### src/rtl/cdb_arbiter_pkg.sv
// ----------------------------------------------------------------------------
// cdb_arbiter_pkg
// Shared ROB constants and the common data bus source encoding.
//   ROB_ID_W  : width of a ROB entry id
//   ROB_SIZE  : number of ROB entries addressed by ROB_ID_W
//   DATA_W    : width of a result value / branch target
//   src_e     : which execution unit owns a CDB broadcast
// ----------------------------------------------------------------------------
package cdb_arbiter_pkg;

    localparam int ROB_ID_W = 5;
    localparam int ROB_SIZE = 1 << ROB_ID_W;
    localparam int DATA_W   = 32;

    typedef enum logic {
        SRC_ALU = 1'b0,
        SRC_LSB = 1'b1
    } src_e;

endpackage

### src/rtl/result_fifo.sv
// ----------------------------------------------------------------------------
// result_fifo
// Small circular FIFO holding completed results for one execution unit.
// Ports:
//   clk, rst     : clock, asynchronous active-high reset
//   clear        : synchronous empty (flush); wins over push/pop
//   push, din    : write one entry (caller guarantees not full)
//   pop          : drop the head entry (caller guarantees not empty)
//   dout         : head entry, valid while !empty
//   ready        : not full, from registered count only
//   empty        : no entries held
// ----------------------------------------------------------------------------
module result_fifo #(
    parameter int DEPTH = 2,
    parameter int WIDTH = 70
) (
    input  logic             clk,
    input  logic             rst,
    input  logic             clear,
    input  logic             push,
    input  logic [WIDTH-1:0] din,
    input  logic             pop,
    output logic [WIDTH-1:0] dout,
    output logic             ready,
    output logic             empty
);

    localparam int PTR_W = $clog2(DEPTH);
    localparam int CNT_W = PTR_W + 1;

    logic [WIDTH-1:0] mem [DEPTH];
    logic [PTR_W-1:0] wr_ptr;
    logic [PTR_W-1:0] rd_ptr;
    logic [CNT_W-1:0] count;

    // Pointers wrap naturally because DEPTH is a power of two.
    // NOTE: sequential state is updated with non-blocking assignments so every
    // register samples the pre-edge values regardless of statement order.
    always_ff @(posedge clk or posedge rst) begin
        if (rst) begin
            wr_ptr <= '0;
            rd_ptr <= '0;
            count  <= '0;
        end else if (clear) begin
            wr_ptr <= '0;
            rd_ptr <= '0;
            count  <= '0;
        end else begin
            if (push) wr_ptr <= wr_ptr + PTR_W'(1);
            if (pop)  rd_ptr <= rd_ptr + PTR_W'(1);
            unique case ({push, pop})
                2'b10:   count <= count + CNT_W'(1);
                2'b01:   count <= count - CNT_W'(1);
                default: count <= count;
            endcase
        end
    end

    // NOTE: the storage array has no reset; an empty count makes stale contents
    // unreachable, so clearing it would only cost reset routing.
    always_ff @(posedge clk) begin
        if (push && !clear) mem[wr_ptr] <= din;
    end

    assign dout  = mem[rd_ptr];
    assign empty = (count == '0);
    assign ready = (count != CNT_W'(DEPTH));

endmodule

### src/rtl/cdb_arbiter.sv
// ----------------------------------------------------------------------------
// cdb_arbiter
// Queues ALU and LSB results and broadcasts one per cycle on the common data
// bus, round-robin between the two sources when both have work.
// Ports:
//   clk, rst                        : clock, asynchronous active-high reset
//   rdy                             : global enable, low freezes everything
//   flush                           : mispredict flush, empties both queues
//   alu_valid/res/rob_id/jump_choice/pc, alu_ready : ALU result offer
//   lsb_valid/res/rob_id, lsb_ready : LSB result offer
//   cdb_valid/rob_id/res/jump_choice/pc/src        : registered broadcast
// ----------------------------------------------------------------------------
module cdb_arbiter
    import cdb_arbiter_pkg::*;
#(
    parameter int DEPTH = 2,
    parameter int ID_W  = ROB_ID_W
) (
    input  logic              clk,
    input  logic              rst,
    input  logic              rdy,
    input  logic              flush,

    input  logic              alu_valid,
    input  logic [DATA_W-1:0] alu_res,
    input  logic [ID_W-1:0]   alu_rob_id,
    input  logic              alu_jump_choice,
    input  logic [DATA_W-1:0] alu_pc,
    output logic              alu_ready,

    input  logic              lsb_valid,
    input  logic [DATA_W-1:0] lsb_res,
    input  logic [ID_W-1:0]   lsb_rob_id,
    output logic              lsb_ready,

    output logic              cdb_valid,
    output logic [ID_W-1:0]   cdb_rob_id,
    output logic [DATA_W-1:0] cdb_res,
    output logic              cdb_jump_choice,
    output logic [DATA_W-1:0] cdb_pc,
    output logic              cdb_src
);

    // Payload layout: {rob_id, res, jump_choice, pc}
    localparam int PAY_W = ID_W + DATA_W + 1 + DATA_W;

    logic             active;
    logic             alu_push, lsb_push;
    logic             alu_pop, lsb_pop;
    logic             alu_empty, lsb_empty;
    logic [PAY_W-1:0] alu_din, lsb_din;
    logic [PAY_W-1:0] alu_head, lsb_head;
    logic             grant_alu, grant_lsb;
    logic [PAY_W-1:0] win_payload;
    src_e             win_src;
    src_e             last_grant;

    assign active   = rdy && !flush;
    assign alu_push = active && alu_valid && alu_ready;
    assign lsb_push = active && lsb_valid && lsb_ready;
    assign alu_pop  = active && grant_alu;
    assign lsb_pop  = active && grant_lsb;

    assign alu_din = {alu_rob_id, alu_res, alu_jump_choice, alu_pc};
    // Loads never resolve branches, so their direction and target are zero.
    assign lsb_din = {lsb_rob_id, lsb_res, 1'b0, {DATA_W{1'b0}}};

    result_fifo #(.DEPTH(DEPTH), .WIDTH(PAY_W)) u_alu_fifo (
        .clk   (clk),
        .rst   (rst),
        .clear (rdy && flush),
        .push  (alu_push),
        .din   (alu_din),
        .pop   (alu_pop),
        .dout  (alu_head),
        .ready (alu_ready),
        .empty (alu_empty)
    );

    result_fifo #(.DEPTH(DEPTH), .WIDTH(PAY_W)) u_lsb_fifo (
        .clk   (clk),
        .rst   (rst),
        .clear (rdy && flush),
        .push  (lsb_push),
        .din   (lsb_din),
        .pop   (lsb_pop),
        .dout  (lsb_head),
        .ready (lsb_ready),
        .empty (lsb_empty)
    );

    // Grant uses only the pre-edge queue state, so an entry pushed this edge
    // cannot be broadcast until the following edge.
    // NOTE: every output of this block gets a default first so no path leaves
    // a value unassigned and no latch is inferred.
    always_comb begin
        grant_alu   = 1'b0;
        grant_lsb   = 1'b0;
        win_src     = SRC_ALU;
        win_payload = alu_head;
        if (!alu_empty && (lsb_empty || last_grant == SRC_LSB)) begin
            grant_alu = 1'b1;
        end else if (!lsb_empty) begin
            grant_lsb   = 1'b1;
            win_src     = SRC_LSB;
            win_payload = lsb_head;
        end
    end

    // Payload registers hold their last value when nothing is broadcast;
    // consumers qualify them with cdb_valid.
    always_ff @(posedge clk or posedge rst) begin
        if (rst) begin
            cdb_valid       <= 1'b0;
            cdb_rob_id      <= '0;
            cdb_res         <= '0;
            cdb_jump_choice <= 1'b0;
            cdb_pc          <= '0;
            cdb_src         <= 1'b0;
            last_grant      <= SRC_LSB;
        end else if (rdy) begin
            if (flush) begin
                cdb_valid  <= 1'b0;
                last_grant <= SRC_LSB;
            end else if (grant_alu || grant_lsb) begin
                cdb_valid <= 1'b1;
                {cdb_rob_id, cdb_res, cdb_jump_choice, cdb_pc} <= win_payload;
                cdb_src    <= win_src;
                last_grant <= win_src;
            end else begin
                cdb_valid <= 1'b0;
            end
        end
    end

    // Offering a result to a full queue is a producer bug: the result is lost.
    a_alu_no_overflow : assert property (@(posedge clk) disable iff (rst)
        (rdy && !flush && alu_valid) |-> alu_ready);
    a_lsb_no_overflow : assert property (@(posedge clk) disable iff (rst)
        (rdy && !flush && lsb_valid) |-> lsb_ready);

endmodule

### config.mk
export PLATFORM = sky130hd
export DESIGN_NAME = cdb_arbiter
export DESIGN_NICKNAME = d
export VERILOG_FILES = /design/src/rtl/cdb_arbiter_pkg.sv /design/src/rtl/result_fifo.sv /design/src/rtl/cdb_arbiter.sv
export SDC_FILE = /design/constraint.sdc
export NUM_CORES = 1
export LEC_CHECK = 0
export ABC_CLOCK_PERIOD_IN_PS = 6600
export BUFFER_PORTS_ARGS = -buffer_cell sky130_fd_sc_hd__buf_2
export CAP_MARGIN = 20
export CORE_MARGIN = 2
export CORE_UTILIZATION = 40
export CTS_BUF_LIST = sky130_fd_sc_hd__clkbuf_4 sky130_fd_sc_hd__clkbuf_8
export CTS_CLUSTER_DIAMETER = 80
export DETAILED_ROUTE_END_ITERATION = 10
export PLACE_DENSITY = 0.57
export SETUP_SLACK_MARGIN = 0.3
export SYNTH_ARGS = -nofsm -noshare
export SYNTH_HDL_FRONTEND = slang
export SYNTH_SLANG_ARGS = --single-unit
### constraint.sdc
create_clock -name clk -period 6.6 [get_ports clk]
set_clock_uncertainty 0.15 [all_clocks]
set_input_delay 1.32 -clock clk [delete_from_list [all_inputs] [get_ports clk]]
set_output_delay 1.32 -clock clk [all_outputs]
set_load 0.01 [all_outputs]
==> out/metrics.yaml <==
run_status:
  run_status: "finished clean"
finish:
  final_net_count: 1038
  post-route-util_pct: 49.2
  area_taken_by_multi_input_logic_gates_mm2: 0.00262
  final-seq-area_mm2: 0.00846
  fillers: 2483
  drive_gt1_share_pct: 34.7
  final-instance-count-excl-fill: 1348
  finalInstanceArea_mm2: 0.0137
  area_growth_from_synthesis_to_layout_pct: 20.8
timing:
  setup_viol_count_final: 0
  setup_total_negative_slack_ns: 0
  rsz0062_at_grt: "false"
  final_critical_path_setup_slack_ns: 3.55
  worst_slew_pin_slew_ns: 1.08
  fmax_mhz: 327
  final_period_minus_worst_setup_slack_ns: 3.05
  final_max_slew_viol_count: 0
  fin_worst_hold_slack_ns: 0.320
  final_min_period_over_clock_period_pct: 46.3
  number_of_hold_violations_in_the_final_report: 0
  max_slew_margin_pct: 27.9
routing:
  avgRoutedWirePerCell_um: 18.2
  drcViolationCount: 0
  ant_nets: 0
  drt-initial-drc-count: 393
  via_count: 6589
  drt-pass1-iter-count: 5
  totalWireLength_um: 24500
  detailed_route_vias_per_instance: 4.89
yosys:
  synth-compound-area-share_pct: 11.9
  yosys-mux-area-fraction_pct: 2.92
  most_used_flip_flop_cell_after_synthesis: "sky130_fd_sc_hd__edfxtp_1"
  yosysUniqueCellTypes: 40
  synth_edf_count: 214
  synth.top_cells.by_count: "214 x sky130_fd_sc_hd__edfxtp_1, 80 x sky130_fd_sc_hd__dfrtp_1, 76 x sky130_fd_sc_hd__nand2_1"
  fraction_of_registers_with_async_set_reset_pct: 27.5
  syn_avg_cell_area_um2: 15.7
  ys_seq_area_share_pct: 74.7
  syn-num-nets: 836
  synth_most_common_cell: "sky130_fd_sc_hd__edfxtp_1"
  synthSimpleGateAreaFrac_pct: 7.54
  synth.largest_area_cell: "sky130_fd_sc_hd__edfxtp_1"
  ys.warnings.count: 0
  syn_inst: 722
  synth.ff_latch_count: 295
  synthTopCellsByArea: "sky130_fd_sc_hd__edfxtp_1 57%, sky130_fd_sc_hd__dfrtp_1 18%, sky130_fd_sc_hd__nor2b_1 4.1%, sky130_fd_sc_hd__a211oi_1 3.7%, sky130_fd_sc_hd__mux2i_1 2.9%"
  synth_xor_area_share_pct: 0.232
  netlist.area_leader.share_pct: 56.8
  combinational_family_with_the_most_area_after_synthesis: "compound AO/OA/AOI/OAI gates"
  yosys.area_share.adder_pct: 0.111
  netlist_area_mm2: 0.0113
worst_setup_path:
  worst_ep_required_time_ns: 6.64
  r2r_start: "u_lsb_fifo.count[0]$_DFFE_PP0P_"
  worst_setup_path_start_kind: "input port"
  critPathKind: "in2reg"
  worst-endpoint-arrival_ns: 3.09
  setup.worst_path.start: "rdy"
  r2r_cells: 4
  setup.worst_path.end_class: "flip-flop"
  crit_path_max_fanout: 32
  r2r_setup_slack_ns: 3.85
  r2r-end: "u_lsb_fifo.mem[0][7]$_DFFE_PP_"
grt:
  groute.layer.met3.usage_pct: 5.79
  globalRoute.totalOverflow: 0
  globalRouteTotalUtil_pct: 16.9
  globalRouteMet2Util_pct: 26.5
  use_met1_pct: 22.3
  first_global_vias: 6604
  pin_count_of_the_biggest_net_entering_global_routing: 77
  grt_antenna_before_repair: 7
  grt_first_pass_wirelength_um: 37400
  global_route.peak_usage_layer: "met2"
placed_design:
  place_area_mm2: 0.0126
  dpl.cell_count: 1251
  place.gp.congestion: 0.752
  dp_worst_setup_slack_ns: 2.95
  port_buffers: 186
  dp_hpwl_um: 15000
power_and_ir_drop:
  p_clk_share_pct: 31.7
  vdd_ir_drop_max_mv: 0.206
  power.sequential.fraction_pct: 46.7
  fin_total_pwr_mw: 5.28
  p_int_mw: 3.69
  switching_power_mw: 1.59
  leakagePower_nw: 5.22
  p_sw_share_pct: 30.1
  combPwrFrac_pct: 21.6
  pwr_density_cell_mw_per_mm2: 386
clock_network:
  worst_setup_hold_path_clk_slew_ns: 0.06
  cts_setup_buffers: 0
  tritoncts.num_buffers: 49
  cts_tree: "built"
  clkLatencyLatePin_ns: 0.55
  cts_hold_buffers: 0
  root_buffer: "sky130_fd_sc_hd__clkbuf_8"
  cts_max_path_buffers: 3
  clkSinkCount: 295
  cts.htree.levels: 2
  cts-resized-gates: 0
hold_path:
  min_path_type: "reg2reg"
  hold-path-endpoint: "cdb_res[21]$_DFFE_PP0P_"
  worst_hold_path.num_cells: 2
  worstHoldStart: "cdb_res[21]$_DFFE_PP0P_"
floorplan:
  placement_rows: 61
  boundaryPins: 187
  die_boundary_width_um: 172
  core_region_mm2: 0.0278
  start_util_pct: 40.7
  die-height_um: 172
  die_area_mm2: 0.0296
flow_run:
  maxCapViolCount: 0
==> worst max path at each step <==
stage | end | cells past startpoint
floorplan | u_alu_fifo.mem[0][0]$_DFFE_PP_ | 4
global placement | u_alu_fifo.mem[0][20]$_DFFE_PP_ | 5
detailed placement | u_alu_fifo.mem[0][26]$_DFFE_PP_ | 5
CTS | u_alu_fifo.mem[0][11]$_DFFE_PP_ | 5
global route | u_alu_fifo.mem[0][11]$_DFFE_PP_ | 5
finish | u_alu_fifo.mem[0][11]$_DFFE_PP_ | 5
==> power groups by stage <==
stage,clock network [mW],registers [mW],logic [mW]
4_1_cts,1.72,2.47,1.17
3_5_place_dp,0,2.50,1.17
2_1_floorplan,0,2.50,0.730
6_report,1.67,2.46,1.14
5_1_grt,1.80,2.50,1.28
3_3_place_gp,0,2.50,1.15
==> worst max-delay path, stage by stage <==
cell                      delay [ns]
sky130_fd_sc_hd__buf_2          0.21
sky130_fd_sc_hd__nor2b_2        0.30
sky130_fd_sc_hd__nand3_1        0.30
sky130_fd_sc_hd__nor2_4         0.44
sky130_fd_sc_hd__buf_4          0.47
==> metal layers <==
metal  part of all wire (%)  wire length (um)  vias up
li1                       -                 -     3138
met1                     44             10900     3202
met2                     46             11300      198
met3                    7.8              1920       47
met4                    1.8               437        4
met5                  0.094                23        -
==> kinds of logic after synthesis <==
logic type	after synthesis
adder cells (fa/ha/maj)	1
AO/OA/AOI/OAI	168
flip-flops	295
XOR/XNOR	3
buffers and inverters	53
multiplexers	33
AND/OR/NAND/NOR	169
==> state kept, by name, indices dropped and copies added, names as in the netlist <==
signal,count
u_lsb_fifo.rd_ptr,1
u_lsb_fifo.wr_ptr,1
cdb_src,1
u_alu_fifo.wr_ptr,1
cdb_jump_choice,1
u_alu_fifo.mem,140
u_alu_fifo.rd_ptr,1
cdb_valid,1
last_grant,1
cdb_pc,32
u_lsb_fifo.mem,74
cdb_res,32
cdb_rob_id,5
u_alu_fifo.count,2
u_lsb_fifo.count,2
==> layout make-up <==
type / count / area share (%)
inverter: 5 / 0.156
timing repair buffer: 199 / 7.52
clock inverter: 11 / 0.531
multi-input combinational: 374 / 19.2
antenna: 5 / 0.0915
sequential: 295 / 61.9
tap: 378 / 3.46
clock buffer: 81 / 7.19
==> cells in the final DEF (no fill, tap or decap), types with 21 or more instances in the layout <==
master                       n
sky130_fd_sc_hd__edfxtp_1  214
sky130_fd_sc_hd__buf_2     186
sky130_fd_sc_hd__dfrtp_1    78
sky130_fd_sc_hd__nand2_1    76
sky130_fd_sc_hd__nor2b_1    74
sky130_fd_sc_hd__clkbuf_8   60
sky130_fd_sc_hd__a211oi_1   56
sky130_fd_sc_hd__o21ai_0    41
sky130_fd_sc_hd__mux2i_1    33
sky130_fd_sc_hd__clkbuf_4   21
Power figures use the tool's default switching activity.
